File: src/rtl/pipe_stage_hs.sv
// Pipeline stage register with valid/ready handshake, flush-to-bubble and a
// saturating discard counter. Define PIPE_SKID_EN for a registered-ready skid entry.
module pipe_stage_hs #(
    parameter int unsigned DATA_W = 64,
    parameter int unsigned CTRL_W = 9,
    parameter int unsigned CNT_W  = 16
) (
    input  logic              clk,
    input  logic              reset,
    input  logic              in_valid,
    output logic              in_ready,
    input  logic [CTRL_W-1:0] in_ctrl,
    input  logic [DATA_W-1:0] in_data,
    output logic              out_valid,
    input  logic              out_ready,
    output logic [CTRL_W-1:0] out_ctrl,
    output logic [DATA_W-1:0] out_data,
    input  logic              flush,
    output logic [CNT_W-1:0]  flush_cnt
);

    localparam int unsigned SUM_W = CNT_W + 2;
    localparam logic [CNT_W-1:0] CNT_MAX = '1;

    logic              xfer_in;
    logic              xfer_out;
    logic [1:0]        discard_c;
    logic [SUM_W-1:0]  cnt_sum;
    logic [CNT_W-1:0]  cnt_q, cnt_d;

    logic              m_valid;
    logic [CTRL_W-1:0] m_ctrl_q, m_ctrl_d;
    logic [DATA_W-1:0] m_data_q, m_data_d;

    assign xfer_in  = in_valid && in_ready;
    assign xfer_out = m_valid && out_ready;

    assign out_valid = m_valid;
    assign out_ctrl  = m_valid ? m_ctrl_q : '0;
    assign out_data  = m_data_q;
    assign flush_cnt = cnt_q;

    // Saturating accumulation of entries discarded by flush.
    assign cnt_sum = SUM_W'(cnt_q) + SUM_W'(discard_c);

    always_comb begin
        cnt_d = cnt_q;
        if (flush) begin
            cnt_d = (cnt_sum > SUM_W'(CNT_MAX)) ? CNT_MAX : cnt_sum[CNT_W-1:0];
        end
    end

    always_ff @(posedge clk) begin
        if (reset) begin
            cnt_q <= '0;
        end else begin
            cnt_q <= cnt_d;
        end
    end

`ifdef PIPE_SKID_EN

    typedef enum logic [1:0] {
        ST_EMPTY = 2'd0,
        ST_ONE   = 2'd1,
        ST_FULL  = 2'd2
    } state_t;

    state_t            state_q, state_d;
    logic              in_ready_q, in_ready_d;
    logic [CTRL_W-1:0] s_ctrl_q, s_ctrl_d;
    logic [DATA_W-1:0] s_data_q, s_data_d;

    assign m_valid  = (state_q != ST_EMPTY);
    assign in_ready = in_ready_q;

    always_ff @(posedge clk) begin
        if (reset) begin
            state_q    <= ST_EMPTY;
            in_ready_q <= 1'b1;
            m_ctrl_q   <= '0;
            m_data_q   <= '0;
            s_ctrl_q   <= '0;
            s_data_q   <= '0;
        end else begin
            state_q    <= state_d;
            in_ready_q <= in_ready_d;
            m_ctrl_q   <= m_ctrl_d;
            m_data_q   <= m_data_d;
            s_ctrl_q   <= s_ctrl_d;
            s_data_q   <= s_data_d;
        end
    end

    // Next state: M always holds the older entry; S only refills M.
    always_comb begin
        state_d   = state_q;
        m_ctrl_d  = m_ctrl_q;
        m_data_d  = m_data_q;
        s_ctrl_d  = s_ctrl_q;
        s_data_d  = s_data_q;
        discard_c = 2'(in_valid);
        case (state_q)
            ST_ONE:  discard_c = 2'(2'd1 + 2'(in_valid));
            ST_FULL: discard_c = 2'(2'd2 + 2'(in_valid));
            default: discard_c = 2'(in_valid);
        endcase

        if (flush) begin
            state_d  = ST_EMPTY;
            m_ctrl_d = '0;
            s_ctrl_d = '0;
        end else begin
            case (state_q)
                ST_EMPTY: begin
                    if (xfer_in) begin
                        state_d  = ST_ONE;
                        m_ctrl_d = in_ctrl;
                        m_data_d = in_data;
                    end
                end
                ST_ONE: begin
                    if (xfer_in && out_ready) begin
                        m_ctrl_d = in_ctrl;
                        m_data_d = in_data;
                    end else if (xfer_in) begin
                        state_d  = ST_FULL;
                        s_ctrl_d = in_ctrl;
                        s_data_d = in_data;
                    end else if (xfer_out) begin
                        state_d = ST_EMPTY;
                    end
                end
                ST_FULL: begin
                    if (xfer_out) begin
                        state_d  = ST_ONE;
                        m_ctrl_d = s_ctrl_q;
                        m_data_d = s_data_q;
                    end
                end
                default: state_d = ST_EMPTY;
            endcase
        end

        in_ready_d = (state_d != ST_FULL);
    end

`else

    logic m_valid_q, m_valid_d;

    assign m_valid  = m_valid_q;
    assign in_ready = !m_valid_q || out_ready;

    always_ff @(posedge clk) begin
        if (reset) begin
            m_valid_q <= 1'b0;
            m_ctrl_q  <= '0;
            m_data_q  <= '0;
        end else begin
            m_valid_q <= m_valid_d;
            m_ctrl_q  <= m_ctrl_d;
            m_data_q  <= m_data_d;
        end
    end

    // Flush beats transfer; data is kept so only the control bits form the bubble.
    always_comb begin
        m_valid_d = m_valid_q;
        m_ctrl_d  = m_ctrl_q;
        m_data_d  = m_data_q;
        discard_c = 2'(2'(m_valid_q) + 2'(in_valid));
        if (flush) begin
            m_valid_d = 1'b0;
            m_ctrl_d  = '0;
        end else if (xfer_in) begin
            m_valid_d = 1'b1;
            m_ctrl_d  = in_ctrl;
            m_data_d  = in_data;
        end else if (xfer_out) begin
            m_valid_d = 1'b0;
        end
    end

`endif

endmodule

File: config.mk
export PLATFORM = sky130hd
export DESIGN_NAME = pipe_stage_hs
export DESIGN_NICKNAME = d
export VERILOG_FILES = /design/src/rtl/pipe_stage_hs.sv
export SDC_FILE = /design/constraint.sdc
export NUM_CORES = 1
export LEC_CHECK = 0
export BUFFER_PORTS_ARGS = -buffer_cell sky130_fd_sc_hd__buf_2
export CORE_MARGIN = 4
export CORE_UTILIZATION = 37
export CTS_CLUSTER_SIZE = 28
export DETAILED_ROUTE_END_ITERATION = 16
export HOLD_SLACK_MARGIN = 0.02
export PLACE_DENSITY = 0.68
export SLEW_MARGIN = 10
export SYNTH_ARGS = -nofsm -noshare
export SYNTH_HDL_FRONTEND = slang
export SYNTH_SLANG_ARGS = --single-unit
File: constraint.sdc
create_clock -name clk -period 5.3 [get_ports clk]
set_clock_uncertainty 0.15 [all_clocks]
set_input_delay 1.59 -clock clk [delete_from_list [all_inputs] [get_ports clk]]
set_output_delay 1.59 -clock clk [all_outputs]
set_load 0.005 [all_outputs]
## Word-level counts from Yosys, hierarchy flattened

Cells that the tools add are included.

- Output and inout port bits: 91
- Bits of input ports: 78
- Word-level logic and storage cells: 19
- Register bits after elaboration: 90

- Reductions and logical operators: 7
- $add $sub $neg: 2
- Mux-type cells: 4
- Bitwise logic cells: 1
- $lt $le $gt $ge: 1

Operators with widths:

| cell | number |
|---|---|
| $add A16 B2 Y17 | 1 |
| $gt A17 B16 Y1 const B | 1 |
| $mux W16 | 1 |
| $mux W9 | 1 |
| $add A1 B1 Y2 | 1 |
| $logic_and A1 B1 Y1 | 2 |
| $mux W1 | 2 |
| $reduce_and A2 Y1 | 1 |
| $reduce_bool A2 Y1 | 1 |
| $reduce_or A2 Y1 | 1 |
| $logic_not A1 Y1 | 1 |
| $logic_or A1 B1 Y1 | 1 |
| $not A1 Y1 | 1 |

## Longest topological paths before layout

Gate-level depths: netlist of run 1.

- Depth after elaboration: 4
- Depth in mapped cells: 7
- Gate-level depth less buffers: 6

## Least setup slack after synthesis of run 1

Ideal clock, no wire load.

- Path kind: input to output
- Start: input port out_ready
- End: output port in_ready
- Arrival: 2.020 ns
- Setup slack: 1.540 ns
- Stages: 2
- Required time: 3.560 ns
- Path buffers: 1
- Cells stage by stage: nand2b_1 -> buf_1

- Cells in the longest elaborated chain, start to end: 1

RTL lines:

| what | RTL line | source |
|---|---|---|
| start: declaration | 15 | `input logic out_ready,` |
| $logic_or A1 B1 Y1 | 153 | `assign in_ready = !m_valid_q \|\| out_ready;` |
| end: declaration | 11 | `output logic in_ready,` |

No other way between the ends.

## Worst setup path in the final report of run 1

Same ends and word-level chain as after synthesis.

==> key figures, run 1 <==
Run status
  • Status: complete, no violations

Critical path
  • CP cell instances: buf_2 -> nand2b_1 -> buf_2
  • CP max-delay cell: nand2b_1
  • Critical path class: input pin to output port
  • Worst Setup Start Kind: input pin
  • Cell family with most CP delay: buffers and inverters
  • Crit path largest cell delay: 0.32 ns
  • Worst path bufs/invs: 2
  • Critical Path AT: 2.23 ns
  • Worst path required time: 3.56 ns
  • Worst Setup End Kind: output port
  • CP most frequent cell: buf_2
  • Crit path max fanout: 14

Finish
  • Post-route cell area: 0.004519 mm²
  • Nets: 656
  • Area grow syn2layout: 30.82%
  • Layout cell share with drive strength beyond 1: 0.3345
  • Post-Route Utilization: 0.5083
  • Inserted Diodes: 0

Clock tree
  • Post-CTS Setup Bufs: 0
  • CTS tree: done
  • Post-CTS Resized: 0
  • CTS hold repair buffers: 0
  • CTS H-tree lvls: 3
  • Max Root-Sink Buffers: 2
  • CTS buffer count: 9
  • Clock-pin slew on the worst setup and hold paths: 0.08 ns
  • Root Driver: clkbuf_8
  • Clock Latency Late Sink: 0.34 ns
  • Sink Count: 90

Drt
  • Drt via density: 4.860
  • Post-route ant nets: 0
  • WL final: 9.121 mm
  • Initial DRC count: 127
  • Drc violations: 0
  • Drt wl/cell: 13.26 µm
  • DR vias: 3344
  • DR pass1 iterations: 4

Logic synthesis
  • Count leader, synth: nand2_1
  • Fraction of registers with async set or reset after synthesis: 0
  • Share of the synthesized area in the top cell type: 0.5216
  • Flops & latches, synth: 90
  • Yosys cell types: 38
  • Cell area after synthesis: 0.003455 mm²
  • Post-synthesis cell count: 421
  • Sequential area share after synthesis: 0.5216
  • Ranking of synthesized cells by area: dfxtp_1 (52%), nand2_1 (16%), a21oi_1 (13%), xnor2_1 (1.8%), nand3_1 (1.7%)
  • Synth Net Count: 502
  • Yosys warns: 0
  • Post-synthesis average cell area: 8.206 µm²
  • EDFF count, synth: 0
  • Top_reg_cell synth: dfxtp_1
  • Biggest area consumer among synthesized cells: dfxtp_1
  • Post-synth top cells: nand2_1 (143), dfxtp_1 (90), a21oi_1 (87)

Pwr
  • P_leak: 2.068 nW
  • Comb pwr share: 0.097
  • Worst VDD drop: 0.1621 mV
  • Sequential power share: 0.547
  • Switching share of total power: 0.2425
  • Pint: 0.9915 mW
  • Switching pwr: 0.3174 mW
  • Total Power: 1.309 mW
  • Clock power share: 0.356
  • PD cells: 289.6 mW/mm²

STA
  • Setup Total Neg Slack: 0 ns
  • Normalized max-slew margin: 0.5581
  • Fin crit period: 3.969 ns
  • Finish-stage setup viols: 0
  • Final Hold Violating Endpoints: 0
  • Worst-Margin Slew: 0.6628 ns
  • RSZ-0062 raised after global routing: false
  • Fin crit share: 0.7489
  • Peak Freq: 0.2519 GHz
  • PnR worst setup slack: 1.331 ns
  • Fin. max-slew vios: 0

Placement
  • Post-DP HPWL: 6.498 mm
  • GPL Wtd Cong: 0.7707
  • DP Area: 0.004323 mm²
  • Dpl ws: 1.325 ns
  • Number of port buffers: 168

Floorplan
  • Die height: 104.6 µm
  • Die width: 104.6 µm
  • Core area: 0.008891 mm²
  • Die area: 0.01095 mm²
  • Num ports: 169
  • Starting Density: 0.3885
  • Cell row count: 34

GRT
  • Total GRT Usage: 0.1622
  • First-pass GRT wire length: 14.93 mm
  • Largest net degree at the start of global routing: 65
  • Global route overflow: 0
  • Vias in the first global route: 3208
  • Initial antenna violation count: 0

Min path
  • Worst hold path type: flip-flop to flip-flop

Job
  • Number of max-cap violations: 0
[path summary, 6_finish.rpt]
check             depth (start not counted)                    endpoint                 startpoint  slack [ns]
setup reg to reg                          6  flush_cnt[14]$_SDFFE_PP0P_     out_valid$_SDFFE_PP0P_        2.95
setup / recovery                          3                    in_ready                  out_ready        1.33
hold / removal                            2   out_data[34]$_SDFFE_PP0P_  out_data[34]$_SDFFE_PP0P_        0.30
hold reg to reg                           2   out_data[34]$_SDFFE_PP0P_  out_data[34]$_SDFFE_PP0P_        0.30
[flip-flops by register name, summed over array words and instances, names as in the netlist]
signal	count
out_data	64
flush_cnt	16
m_ctrl_q	9
out_valid	1
[layout make-up]
cell class,count,area [µm²]
fill,910,4372
sequential,90,1802
multi-input combinational,300,1511
timing repair buffer,171,863.3
clock buffer,12,145.1
tap,108,135.1
clock inverter,4,51.30
inverter,3,11.26
[through the flow]
| step | instances | hold slack, ns |
|---|---|---|
| floorplan | 421 | 0.2817 |
| global placement | 672 | 0.2890 |
| detailed placement | 672 | 0.2936 |
| CTS | 688 | 0.3050 |
| global route | 688 | 0.3207 |
| finish | 688 | 0.3020 |
[power by group through the flow]
stage	clock [mW]	sequential, mW	combinational [mW]
6_report	0.466	0.716	0.127
5_1_grt	0.510	0.720	0.144
4_1_cts	0.485	0.716	0.129
3_5_place_dp	0	0.732	0.129
3_3_place_gp	0	0.731	0.126
2_1_floorplan	0	0.734	0.0620
[worst register-to-register path, delay by kind of cell (launching register included)]
kind / cells / cell delay [ns]
AND/OR/NAND/NOR: 3 / 0.81
adder cells (fa/ha/maj): 2 / 0.55
flip-flops: 1 / 0.54
AO/OA/AOI/OAI: 1 / 0.25
[routing by layer]
metal,vias up,routed length (µm),global-route usage
li1,1702,-,-
met1,1517,3879,0.1916
met2,111,4426,0.2837
met3,14,646,0.04192
met4,0,170,0.05998
met5,-,0,0
[placed cells by master (no fill, tap or decap), types with 2 or more instances in the layout]
| master | n |
|---|---|
| inv_1 | 3 |
| and2_1 | 9 |
| o31ai_1 | 2 |
| buf_2 | 168 |
| nor4_1 | 3 |
| and3_1 | 2 |
| dfxtp_1 | 90 |
| buf_4 | 3 |
| nand3_4 | 2 |
| nand2_1 | 143 |
| clkbuf_1 | 2 |
| a21oi_1 | 87 |
| nand3_2 | 2 |
| nor2_1 | 3 |
| ha_1 | 2 |
| nand2b_1 | 2 |
| clkbuf_8 | 10 |
| xor2_1 | 2 |
| nand3_1 | 12 |
| a31oi_1 | 2 |
| mux2i_1 | 2 |
| nor3_1 | 4 |
| xnor2_1 | 7 |
[kinds of logic (layout without fill, tap and decap cells)]
kind of cell	Yosys count	in the layout	synth area share
AOI/OAI and AO/OA	93	93	0.1387
muxes	2	2	0.005795
buffers and inverters	31	190	0.04238
and+or+nand+nor	193	193	0.2557
DFF	90	90	0.5216
adders and majority gates	3	3	0.01304
xor gates and xnor gates	9	9	0.02282
No activity file was read; power rests on OpenSTA's default activity.
==> run 2, diff against run 1 <==
- ABC_AREA: not set -> 1
- PLACE_DENSITY: 0.68 -> 0.67
- clock period: 5.3 -> 3.8 ns (I/O delays scaled with it)
==> key figures, run 2 <==
Run status
  • Status: complete, no violations

Clock tree
  • Clock Latency Late Sink: 0.35 ns (about the same)
  • Max Root-Sink Buffers: 2 (unchanged)
  • Sink Count: 90 (unchanged)
  • Post-CTS Resized: 0 (unchanged)
  • Post-CTS Setup Bufs: 0 (unchanged)
  • CTS hold repair buffers: 0 (unchanged)
  • CTS buffer count: 9 (unchanged)
  • CTS H-tree lvls: 3 (unchanged)
  • CTS tree: done
  • Clock-pin slew on the worst setup and hold paths: 0.08 ns (about the same)
  • Root Driver: clkbuf_8

Drt
  • WL final: 10.26 mm (+12%)
  • Post-route ant nets: 0 (unchanged)
  • Drt wl/cell: 13.36 µm (+0.76%)
  • Drc violations: 0 (unchanged)
  • Drt via density: 4.815 (-0.93%)
  • DR pass1 iterations: 4 (unchanged)
  • DR vias: 3698 (+11%)
  • Initial DRC count: 249 (+96%)

Finish
  • Area grow syn2layout: 28.76%
  • Commonest non-fill, non-tap cell in the layout: buf_2
  • Largest register FFs: 64 (unchanged)
  • Most frequent cells in the layout: buf_2 (168), nand2_1 (131), dfxtp_1 (90)
  • Nets: 711 (+8.4%)
  • Inserted Diodes: 0 (unchanged)
  • Post-route cell area: 0.004745 mm² (+5.0%)
  • FILL cells: 1006 (+11%)
  • Post-Route Utilization: 0.4877 (-0.02065)
  • Layout cell share with drive strength beyond 1: 0.3260 (-0.008499)

Floorplan
  • Starting Density: 0.3787 (-0.009815)
  • Num ports: 169 (unchanged)
  • Die area: 0.01162 mm² (+6.2%)
  • Cell row count: 36 (+5.9%)
  • Die height: 107.8 µm (+3.0%)
  • Die width: 107.8 µm (+3.0%)
  • Core area: 0.009729 mm² (+9.4%)

Placement
  • Post-DP HPWL: 7.172 mm (+10%)
  • DP Area: 0.004573 mm² (+5.8%)
  • Dpl ws: 0.8775 ns (-0.4479 ns)
  • Number of port buffers: 168 (unchanged)
  • GPL Wtd Cong: 0.8236 (+6.9%)

STA
  • Normalized max-slew margin: 0.5178 (-0.04033)
  • Fin crit period: 2.793 ns
  • Worst hold margin: 0.3103 ns (+0.008264 ns)
  • PnR worst setup slack: 1.007 ns (-0.3238 ns)
  • Setup Total Neg Slack: 0 ns (unchanged)
  • RSZ-0062 raised after global routing: false
  • Finish-stage setup viols: 0 (unchanged)
  • Fin. max-slew vios: 0 (unchanged)
  • Worst-Margin Slew: 0.7233 ns (+0.06049 ns)
  • Final Hold Violating Endpoints: 0 (unchanged)
  • Peak Freq: 0.3580 GHz
  • Fin crit share: 0.7351

Logic synthesis
  • Biggest area consumer among synthesized cells: dfxtp_1
  • Post-synthesis cell count: 479 (+14%)
  • Ranking of synthesized cells by area: dfxtp_1 (49%), nand2_1 (13%), a21oi_1 (10%), nand3_1 (9.8%), inv_1 (2.6%)
  • Post-Synth Adder-Cell Area: 0.01222 (-0.0008146)
  • Post-synthesis average cell area: 7.693 µm² (-6.3%)
  • Cell area after synthesis: 0.003685 mm² (+6.7%)
  • Share of the synthesized area in the top cell type: 0.4890 (-0.03259)
  • EDFF count, synth: 0 (unchanged)
  • Post-synth top cells: nand2_1 (131), dfxtp_1 (90), a21oi_1 (74)
  • Xor-xnor portion of the synthesized cell area: 0.01188 (-0.01093)
  • Yosys cell types: 28 (-26%)
  • Fraction of registers with async set or reset after synthesis: 0 (unchanged)
  • Yosys warns: 0 (unchanged)
  • Sequential area share after synthesis: 0.4890 (-0.03259)
  • Largest family of logic cells by synthesized area: simple AND/OR/NAND/NOR gates
  • Top_reg_cell synth: dfxtp_1
  • Flops & latches, synth: 90 (unchanged)
  • Simple-gate share of the synthesized area: 0.2795 (+0.02375)
  • Post-synthesis mux area share: 0 (-0.005795)
  • Count leader, synth: nand2_1
  • Complex-gate fraction of the synthesized area: 0.1307 (-0.007988)
  • Synth Net Count: 560 (+12%)

Critical path
  • CP most frequent cell: buf_2
  • Worst Setup End Kind: output port
  • Crit path max fanout: 3 (-11)
  • CP cell instances: buf_2 -> inv_1 -> nand2_2 -> buf_2
  • Critical path class: input pin to output port
  • CP max-delay cell: buf_2
  • Critical Path AT: 1.50 ns (-0.73 ns)
  • CP startpoint: out_ready
  • Worst path required time: 2.51 ns (-1.05 ns)
  • Worst Setup Start Kind: input pin
  • Critical R2R Launch: out_valid$_SDFFE_PP0P_
  • Crit path largest cell delay: 0.15 ns (-0.17 ns)

GRT
  • Largest net degree at the start of global routing: 74 (+14%)
  • Total GRT Usage: 0.1724 (+0.01025)
  • Initial antenna violation count: 0 (unchanged)
  • Vias in the first global route: 3507 (+9.3%)
  • Met2 Usage GRT: 0.2900 (+0.006293)
  • Met3 usage: 0.04499 (+0.003067)
  • Met1 Track Usage GR: 0.2140 (+0.02240)
  • Global route overflow: 0 (unchanged)
  • GR peak layer: met2
  • First-pass GRT wire length: 16.23 mm (+8.7%)

Pwr
  • Worst VDD drop: 0.1441 mV (-11%)
  • PD cells: 374.7 mW/mm² (+29%)
  • P_leak: 2.255 nW (+9.0%)

Min path
  • Worst hold path type: flip-flop to flip-flop
  • Min-delay src: out_data[48]$_SDFFE_PP0P_

Job
  • Number of max-cap violations: 0 (unchanged)
==> run 2: cell types whose count changed after synthesis, moves of 4 or more <==
cell and change:
xnor2_1 -5, nand2_1 -12, nand3_1 +60, buf_4 +9, a21oi_2 +5, o21ai_0 +6, buf_1 -6, inv_1 +23
nor2_1 +9, and2_1 -9, a21oi_1 -13, nor2_4 +4
==> run 2: final cells by class <==
class                   count  area, µm²  area share
repair buffers            172      895.9      0.1888
flip-flops and latches     90       1802      0.3797
multi-input cells         328       1600      0.3373
clock buffers              11      141.4     0.02980
well taps                 133      166.4     0.03507
inverters                  29      108.9     0.02294
clock inverters             5      30.03    0.006329
==> run 2: power breakdown <==
part	leakage [nW]	switching (mW)	internal, mW
registers	0.734	0.0206	0.979
clock network	0.0851	0.326	0.253
logic	1.44	0.113	0.0868
total	2.25	0.459	1.32
==> run 2: worst max-delay path, delay by kind of cell <==
| family | cells | cell delay [ns] |
|---|---|---|
| buffers and inverters | 3 | 0.31 |
| and+or+nand+nor | 1 | 0.06 |
==> run 2: worst paths after layout <==
kind                                to  slack [ns]  cells past startpoint
max                           in_ready        1.01                      4
max reg2reg  out_data[52]$_SDFFE_PP0P_        1.61                      6
min          out_data[48]$_SDFFE_PP0P_        0.31                      2
min reg2reg  out_data[48]$_SDFFE_PP0P_        0.31                      2
==> run 2: logic make-up after synthesis <==
| group | count (synthesis) |
|---|---|
| buf+inv | 61 |
| xor+xnor | 5 |
| compound gates | 89 |
| flops | 90 |
| simple gates | 231 |
| fa+ha+maj | 3 |
==> run 2: through the flow <==
step                      instances  power (mW)
after floorplan                 479       1.126
after global placement          752       1.218
after detailed placement        752       1.223
after CTS                       768       1.804
after global routing            768       1.872
final                           768       1.778
==> run 2: routing by layer <==
metal | vias up | part of all wire
met1 | 1699 | 0.44
met5 | - | 0
li1 | 1864 | -
met2 | 118 | 0.48
met3 | 17 | 0.059
met4 | 0 | 0.017
